--- src/rtl/note_sample_player.sv ---
// note_sample_player
//   Plays one of NUM_NOTES sample tables stored back to back in an external
//   synchronous ROM. Samples are fetched at CLOCK_50/RATE_DIV, scaled by an
//   arithmetic volume shift and offered to the Audio_Controller output FIFO
//   under audio_out_allowed flow control. Supports one-shot or looped playback,
//   stop, and mono/stereo output.
// Ports
//   CLOCK_50                 system clock, rising edge
//   reset                    synchronous, active-high
//   play / stop              start request (IDLE only) / abort playback
//   loop_en                  wrap table end to offset 0 (sampled at table end)
//   note_sel                 note table, latched when play is accepted
//   vol_shift                arithmetic right shift of the output sample
//   rom_addr / rom_q         ROM read address (registered) / ROM data
//   audio_out_allowed        FIFO has space
//   write_audio_out          one-cycle write strobe
//   left/right_channel_audio_out  output samples
//   busy / done / overrun    playing / one-shot complete pulse / sticky overwrite flag
module note_sample_player #(
  parameter int SAMPLE_W   = 3,
  parameter int SAMPLE_LEN = 5001,
  parameter int NUM_NOTES  = 4,
  parameter int NOTE_W     = 2,
  parameter int ROM_ADDR_W = 15,
  parameter int RATE_DIV   = 1200,
  parameter int OUT_W      = 32,
  parameter int STEREO     = 0
) (
  input  logic                  CLOCK_50,
  input  logic                  reset,
  input  logic                  play,
  input  logic                  stop,
  input  logic                  loop_en,
  input  logic [NOTE_W-1:0]     note_sel,
  input  logic [1:0]            vol_shift,
  output logic [ROM_ADDR_W-1:0] rom_addr,
  input  logic [SAMPLE_W-1:0]   rom_q,
  input  logic                  audio_out_allowed,
  output logic                  write_audio_out,
  output logic [OUT_W-1:0]      left_channel_audio_out,
  output logic [OUT_W-1:0]      right_channel_audio_out,
  output logic                  busy,
  output logic                  done,
  output logic                  overrun
);

  localparam int OFF_W = (SAMPLE_LEN > 1) ? $clog2(SAMPLE_LEN) : 1;
  localparam int DIV_W = $clog2(RATE_DIV);
  localparam logic [NOTE_W-1:0] LAST_NOTE = NOTE_W'(NUM_NOTES - 1);
  localparam logic [OFF_W-1:0]  END_OFF   = OFF_W'(SAMPLE_LEN - 1);
  localparam logic [DIV_W-1:0]  DIV_END   = DIV_W'(RATE_DIV - 1);

  typedef enum logic [1:0] {IDLE, PLAY, LAST} state_t;

  state_t                  state, next_state;
  logic [DIV_W-1:0]        div_cnt;
  logic [OFF_W-1:0]        offset;
  logic [NOTE_W-1:0]       note_q;
  logic [SAMPLE_W-1:0]     sample_reg;
  logic                    pending;
  logic                    rd_v1, rd_v2;
  logic                    done_q;
  logic                    accept, abort, tick, table_end, latch, write_int;
  logic [NOTE_W-1:0]       note_clamped;
  logic [ROM_ADDR_W-1:0]   base_addr;
  logic signed [OUT_W-1:0] aligned;

  assign accept       = (state == IDLE) && play && !stop;
  assign abort        = (state != IDLE) && stop;
  assign tick         = (state == PLAY) && (div_cnt == DIV_END);
  assign table_end    = (offset == END_OFF);
  // rd_v2 marks the edge where rom_q holds the sample addressed two edges ago
  assign latch        = rd_v2 && !abort;
  assign write_int    = pending && audio_out_allowed;
  assign note_clamped = (note_sel > LAST_NOTE) ? LAST_NOTE : note_sel;
  assign base_addr    = ROM_ADDR_W'(note_q) * ROM_ADDR_W'(SAMPLE_LEN);

  // State register
  always_ff @(posedge CLOCK_50) begin
    if (reset) state <= IDLE;
    else       state <= next_state;
  end

  // Next-state logic; stop outranks both the tick and the table-end move to LAST
  always_comb begin
    next_state = state;
    case (state)
      IDLE: if (accept) next_state = PLAY;
      PLAY: begin
        if (stop)                               next_state = IDLE;
        else if (tick && table_end && !loop_en) next_state = LAST;
      end
      LAST: begin
        if (stop)       next_state = IDLE;
        else if (rd_v2) next_state = IDLE;
      end
      default: next_state = IDLE;
    endcase
  end

  // State-decoded outputs
  always_comb begin
    busy = (state == PLAY) || (state == LAST);
  end

  // Rate divider, table offset and ROM address generation
  always_ff @(posedge CLOCK_50) begin
    if (reset) begin
      div_cnt  <= '0;
      offset   <= '0;
      note_q   <= '0;
      rom_addr <= '0;
    end else if (accept) begin
      note_q  <= note_clamped;
      offset  <= '0;
      div_cnt <= '0;
    end else if (state == PLAY && !stop) begin
      div_cnt <= tick ? '0 : div_cnt + 1'b1;
      if (tick) begin
        rom_addr <= base_addr + ROM_ADDR_W'(offset);
        offset   <= table_end ? '0 : offset + 1'b1;
      end
    end
  end

  // Read pipeline, sample holding register and FIFO handshake.
  // A sample that lands while the previous one is still unwritten replaces it
  // and flags overrun; if the old one is being written that same cycle, no loss.
  // In IDLE the register is cleared only once any final sample has been written.
  always_ff @(posedge CLOCK_50) begin
    if (reset) begin
      rd_v1      <= 1'b0;
      rd_v2      <= 1'b0;
      sample_reg <= '0;
      pending    <= 1'b0;
      overrun    <= 1'b0;
      done_q     <= 1'b0;
    end else begin
      rd_v1  <= tick && !stop;
      rd_v2  <= rd_v1 && !abort;
      done_q <= (state == LAST) && rd_v2 && !stop;
      if (abort) begin
        sample_reg <= '0;
        pending    <= 1'b0;
      end else if (latch) begin
        sample_reg <= rom_q;
        pending    <= 1'b1;
        if (pending && !write_int) overrun <= 1'b1;
      end else begin
        if (write_int) pending <= 1'b0;
        if (state == IDLE && !pending) sample_reg <= '0;
      end
    end
  end

  assign write_audio_out = write_int && !reset;
  assign done            = done_q && !reset;

  // MSB-align the sample so the shift attenuates while preserving sign
  assign aligned                 = {sample_reg, {(OUT_W - SAMPLE_W){1'b0}}};
  assign left_channel_audio_out  = aligned >>> vol_shift;
  assign right_channel_audio_out = (STEREO != 0) ? left_channel_audio_out : '0;

endmodule
--- config.mk ---
export PLATFORM = sky130hd
export DESIGN_NAME = note_sample_player
export DESIGN_NICKNAME = d
export VERILOG_FILES = /design/src/rtl/note_sample_player.sv
export SDC_FILE = /design/constraint.sdc
export NUM_CORES = 1
export LEC_CHECK = 0
export CAP_MARGIN = 25
export CORE_ASPECT_RATIO = 0.9
export CORE_MARGIN = 5
export CORE_UTILIZATION = 44
export CTS_CLUSTER_DIAMETER = 120
export DETAILED_ROUTE_END_ITERATION = 10
export PLACE_DENSITY = 0.78
export SYNTH_ARGS = -nofsm -noshare
export SYNTH_HDL_FRONTEND = slang
export SYNTH_SLANG_ARGS = --single-unit
--- constraint.sdc ---
create_clock -name CLOCK_50 -period 2.37 [get_ports CLOCK_50]
set_clock_uncertainty 0.05 [all_clocks]
set_input_delay 0.474 -clock CLOCK_50 [delete_from_list [all_inputs] [get_ports CLOCK_50]]
set_output_delay 0.474 -clock CLOCK_50 [all_outputs]
set_load 0.005 [all_outputs]
==> results by group, run 1 <==
Final layout
  • Largest register FFs: 15
  • Layout cells sized above 1: 13.5%
  • Biggest register: rom_addr
  • Area of the multi-input gates: 2070 um2
  • Area grow syn2layout: 16.0%
  • Regs by FF count: rom_addr (15), offset (13), div_cnt (11)
  • Most frequent cells in the layout: 58 x conb_1, 48 x dfxtp_1, 44 x nor2_1
  • Most common cell after layout, fill and taps aside: conb_1
  • N_diodes: 0
  • Fin area: 3880 um2
  • Filler cells: 697
  • Nets: 480
  • Register Area: 1030 um2

Power and ir drop
  • Pleak: 1.58 nW
  • Cell Pwr Density: 388 nW/um2
  • Peak supply drop: 0.000228 V
  • Tot Pwr: 1.51 mW

Logic synthesis
  • Ys Warns: 0
  • Yosys reg bits: 51
  • Post-synth top flop: dfxtp_1
  • Asr flop ratio synth: 0%
  • Syn Area/Cell: 8.62 um2
  • Distinct cells, synth: 54
  • Post-Syn Instances: 388
  • Synth Cell Area: 3350 um2
  • Register area share after synthesis: 30.5%
  • Number of synthesized flops with an enable pin: 0

Clocking
  • # clock sinks: 51
  • Clock Path Buffers: 2
  • Clk Latency, worst-skew pair: 310 ps
  • Setup bufs post-CTS: 0
  • Root buffer cell: clkbuf_8
  • CTS tree: done
  • Clock buffer count from CTS: 5
  • H-tree Lvls: 2
  • Worst-path clk slew: 90 ps

Timing
  • Endpoints failing hold: 0
  • Final Slew Violations: 0
  • Final WS setup: 31.2 ps
  • Final setup fails: 0
  • Tcrit/Tclk final: 98.7%
  • Unrepaired setup endpoints after global routing: yes
  • Final worst path period need: 2340 ps
  • Fmax: 428 MHz

Setup path
  • Worst reg2reg path depth: 7
  • Crit path launch type: flip-flop
  • Flop2flop setup slack: 30 ps
  • Worst R2R End: rom_addr[12]
  • Critical Path Source: offset[8]
  • Slowest-stage cell, CP: fa_1
  • Worst endpoint data arrival time: 2540 ps
  • Critical path's largest stage delay: 530 ps
  • CP top delay family: simple AND/OR/NAND/NOR gates
  • CP Cell Sequence: fa_1, ha_4, and3_4, and4_1, a221oi_2, or4_1, nand3_1
  • Crit Path Class: flip-flop to flip-flop
  • Worst path bufs/invs: 0
  • RR Startpoint: offset[8]
  • CP Max Fanout: 4
  • CP Data Required Time: 2570 ps
  • Setup crit end kind: flip-flop

Drt
  • Avg WL per Cell: 12.5 um
  • Drt via density: 4.86
  • Detail Route Antenna Nets: 0
  • DRC Markers: 0
  • WL final: 6750 um
  • Initial DRC Count: 134
  • DR pass1 iterations: 4
  • Vias after detailed routing: 2,621

Place
  • Instance area at placement: 3720 um2
  • Final RePlAce weighted congestion: 0.880
  • Pre-CTS setup slack: -183 ps
  • Post-DP HPWL: 5170 um
  • # port buffers: 37

Floorplan
  • Core ar.: 7470 um2
  • IO Pins: 96
  • Die width: 102 um
  • Rows: 30
  • Die Height: 92.7 um
  • Die ar.: 9450 um2
  • Initial Util: 44.8%

Hold path
  • Hold path depth: 2
  • Startpoint of the worst hold path: rd_v1
  • HP Class: flip-flop to flip-flop
  • WHS Endpoint: rd_v2

Global routing
  • Pin count of the biggest net entering global routing: 32
  • Global-route wire length before repair: 11,100 um
  • Tot GR Track Use: 14.3%
  • Total gr overflow: 0
  • Initial antenna violation count: 0
  • Vias in the first global route: 2,420

Job
  • Max Cap Viol: 0

Run status
  • Status: complete, no violations
## through the flow
| stage | hold slack [ps] | utilization [%] | std cells | setup TNS [ps] |
|---|---|---|---|---|
| 2_1_floorplan | 344 | - | 445 | 0 |
| 3_3_place_gp | 351 | 49.8 | 531 | -457 |
| 3_5_place_dp | 356 | 49.8 | 531 | -594 |
| 4_1_cts | 370 | 51.1 | 539 | 0 |
| 5_1_grt | 401 | 51.9 | 539 | -93.2 |
| 6_report | 370 | 51.9 | 539 | 0 |
## worst max path at each step
stage / to / cells past startpoint
2_1_floorplan: rom_addr[12] / 7
3_3_place_gp: left_channel_audio_out[29] / 4
3_5_place_dp: left_channel_audio_out[29] / 4
4_1_cts: rom_addr[12] / 7
5_1_grt: rom_addr[12] / 7
6_report: rom_addr[12] / 7
## cells in the mapped netlist (3+ instances only)
master,count,area share [%]
nand2b_1,4,0.75
nand2_1,37,4.2
nor3_1,4,0.60
nor4_4,3,1.9
nand4b_1,3,0.79
nand4_1,8,1.5
xnor2_1,16,4.2
ha_1,22,8.2
dfxtp_1,51,31
or4_1,3,0.67
buf_4,60,13
clkbuf_1,6,0.67
a21oi_1,18,2.7
nor2b_1,5,0.93
a211oi_1,5,1.1
nand3b_1,7,1.6
nor2_1,44,4.9
and2_1,6,1.1
mux2_2,4,1.3
a21o_1,3,0.67
xor2_1,14,3.7
inv_1,13,1.5
and3_1,3,0.56
nand3_1,11,1.6
fa_1,3,1.8
## tightest hold or removal path: stages (launching register included)
cell and delay [ps]:
dfxtp_1 310, inv_1 40, nor2_1 30
## final cells by class
cell class / instances / share of cell area (%)
sequential: 51 / 26.5
clock inverter: 2 / 0.322
tap: 96 / 3.10
inverter: 13 / 1.26
clock buffer: 6 / 1.87
timing repair buffer: 59 / 13.7
multi-input combinational: 312 / 53.2
## logic make-up (layout without fill, tap and decap cells)
logic type                 after synthesis  in the layout  share of synthesized area (%)
DFF                                     51             51                           30.5
muxes                                    5              5                           1.65
and+or+nand+nor                        153            153                           25.2
buffers and inverters                   82             80                           16.2
other                                    1             58                          0.112
adders and majority gates               25             25                           10.0
xor gates and xnor gates                30             30                           7.85
AOI/OAI and AO/OA                       41             41                           8.45
## per-layer routing
metal | up-vias | GRT usage [%] | share of wire, %
met3 | 8 | 3.54 | 6.1
met4 | 0 | 3.50 | 1.1
li1 | 1315 | - | -
met2 | 65 | 23.8 | 50
met5 | - | 0 | 0
met1 | 1233 | 18.5 | 43
## power breakdown
group	leakage (nW)	internal [mW]	switching (mW)
combinational	1.13	0.0613	0.0900
sequential	0.413	0.859	0.00458
clock	0.0412	0.207	0.285
total	1.58	1.13	0.380
## what timing repair did
item | in CTS | in global routing
pin swaps | 1 | 6
hold buffers | 0 | 0
gates resized for setup | 11 | 12
endpoints found under the hold margin | 0 | 0
cloned | 0 | 0
endpoints found under the setup margin | 7 | 5
No activity file was read; power rests on OpenSTA's default activity.
==> inputs of run 2 (changes only) <==
--- a/config.mk
+++ b/config.mk
@@ -8,10 +8,11 @@
 export CAP_MARGIN = 25
 export CORE_ASPECT_RATIO = 0.9
 export CORE_MARGIN = 5
-export CORE_UTILIZATION = 44
+export CORE_UTILIZATION = 58
 export CTS_CLUSTER_DIAMETER = 120
 export DETAILED_ROUTE_END_ITERATION = 10
-export PLACE_DENSITY = 0.78
+export DONT_BUFFER_PORTS = 1
+export PLACE_DENSITY = 0.76
 export SYNTH_ARGS = -nofsm -noshare
 export SYNTH_HDL_FRONTEND = slang
 export SYNTH_SLANG_ARGS = --single-unit
==> results by group, run 2 (synthesized netlist as in run 1, its figures left out) <==
Run status
  • Status: complete, no violations

Drt
  • Avg WL per Cell: 14.0 um
  • Initial DRC Count: 157
  • Vias after detailed routing: 2,434
  • Detail Route Antenna Nets: 0
  • DR pass1 iterations: 4
  • Drt via density: 5.22
  • WL final: 6510 um
  • DRC Markers: 0

Global routing
  • Vias in the first global route: 2,216
  • Initial antenna violation count: 1
  • Total gr overflow: 0
  • Pin count of the biggest net entering global routing: 34
  • Global-route wire length before repair: 10,500 um
  • Tot GR Track Use: 17.4%

Clocking
  • Root buffer cell: clkbuf_8
  • Clock Path Buffers: 2
  • # hold bufs at CTS: 0
  • Worst-path clk slew: 90 ps
  • H-tree Lvls: 2
  • Clk Latency, worst-skew pair: 310 ps
  • # clock sinks: 51
  • Clock buffer count from CTS: 5
  • CTS tree: done

Final layout
  • Largest register FFs: 15
  • N_diodes: 0
  • Biggest register: rom_addr
  • Layout Utilization: 60.8%
  • Layout cells sized above 1: 12.1%
  • Regs by FF count: rom_addr (15), offset (13), div_cnt (11)
  • Nets: 434
  • Most common cell after layout, fill and taps aside: conb_1
  • Most frequent cells in the layout: 58 x conb_1, 47 x dfxtp_1, 44 x nor2_1
  • Fin area: 3420 um2
  • Area grow syn2layout: 2.28%

Power and ir drop
  • Peak supply drop: 0.000285 V
  • Cell Pwr Density: 455 nW/um2
  • Pleak: 1.41 nW

Timing
  • Fmax: 425 MHz
  • Final setup fails: 0
  • Endpoints failing hold: 0
  • Tcrit/Tclk final: 99.3%
  • Final worst path period need: 2350 ps
  • Final Slew Violations: 0

Setup path
  • Crit Path Class: flip-flop to flip-flop
  • Slowest-stage cell, CP: or4_1
  • CP Max Fanout: 6
  • Worst endpoint data arrival time: 2550 ps
  • RR Startpoint: note_q[0]
  • CP Data Required Time: 2570 ps
  • CP Cell Sequence: fa_1, ha_1, and3_4, and4_1, a221oi_2, or4_1, nand3_1
  • Crit path launch type: flip-flop
  • Setup crit end kind: flip-flop
  • Critical Path Source: note_q[0]
  • Critical path's largest stage delay: 490 ps

Hold path
  • HP Class: input port to flip-flop
  • Startpoint of the worst hold path: reset

Floorplan
  • IO Pins: 96
  • Die Height: 82.1 um
  • Die width: 90.1 um
  • Die ar.: 7390 um2
  • Core ar.: 5630 um2
  • Rows: 26
  • Initial Util: 59.4%

Place
  • Final RePlAce weighted congestion: 0.845
  • Post-DP HPWL: 4920 um
  • Instance area at placement: 3240 um2
  • # port buffers: 0

Job
  • Max Cap Viol: 0
-- run 2: changes by cell type in the layout (fill, tap and decap cells not counted), sizes merged --
cell | before | now
bufinv | 0 | 1
clkdlybuf4s50 | 33 | 0
clkinv | 1 | 0
clkinvlp | 1 | 0
buf | 22 | 13
dlygate4sd2 | 4 | 0
-- run 2: final timing paths --
check	to	slack, ps	depth (start not counted)
setup / recovery	rom_addr[12]	20	7
hold reg to reg	rd_v2	370	2
setup reg to reg	rom_addr[12]	20	7
hold / removal	rom_addr[4]	180	1
-- run 2: layout make-up --
class	count	area, um2
repair buffers	13	97.6
well taps	70	87.6
inverters	13	48.8
fillers	514	2210
flip-flops and latches	51	1030
clock buffers	6	72.6
multi-input cells	312	2050
clock inverters	1	30.0
-- run 2: repair_timing --
item                                    4_1_cts  5_1_grt
gates resized for setup                       4       14
pin swaps                                     0        6
setup buffers                                 0        2
cloned                                        0        0
endpoints found under the setup margin        3        5
-- run 2: stage by stage --
step | setup TNS, ps | cells | total power [mW] | setup WS (ps) | hold WS [ps]
final | 0 | 466 | 1.56 | 16.3 | 177
after global routing | -52.3 | 466 | 1.62 | -52.3 | 159
after CTS | 0 | 464 | 1.57 | 5.25 | 158
after detailed placement | -148 | 457 | 0.979 | -86.3 | 358
after global placement | 0 | 457 | 0.979 | 7.39 | 346
after floorplan | 0 | 445 | 1.04 | 43.2 | 344
-- run 2: power breakdown --
group	switching [mW]	total [mW]	leakage, nW	internal [mW]
Combinational	0.0701	0.103	0.947	0.0327
Sequential	0.00504	0.863	0.414	0.858
Clock	0.281	0.591	0.0513	0.310
-- run 2: layer usage --
metal  vias to the layer above  track usage [%]  wire length (um)
met3                        10             5.95               537
met1                      1119             22.2              2910
met5                         -                0                 7
met4                         2             5.65                88
li1                       1222                -                 -
met2                        81             27.7              2960
-- run 2: critical path, delay by kind of cell (launching register included) --
family,cells,cell delay [ps]
flip-flops,1,380
AND/OR/NAND/NOR,4,1000
AO/OA/AOI/OAI,1,80
adder cells (fa/ha/maj),2,780
==> inputs of run 3 (changes only) <==
--- a/config.mk
+++ b/config.mk
@@ -5,11 +5,11 @@
 export SDC_FILE = /design/constraint.sdc
 export NUM_CORES = 1
 export LEC_CHECK = 0
-export CAP_MARGIN = 25
+export CAP_MARGIN = 5
 export CORE_ASPECT_RATIO = 0.9
 export CORE_MARGIN = 5
 export CORE_UTILIZATION = 58
-export CTS_CLUSTER_DIAMETER = 120
+export CTS_CLUSTER_DIAMETER = 40
 export DETAILED_ROUTE_END_ITERATION = 10
 export DONT_BUFFER_PORTS = 1
 export PLACE_DENSITY = 0.76
==> results of run 3 <==
The final DEF is identical to that of run 2; final timing and power are the same.
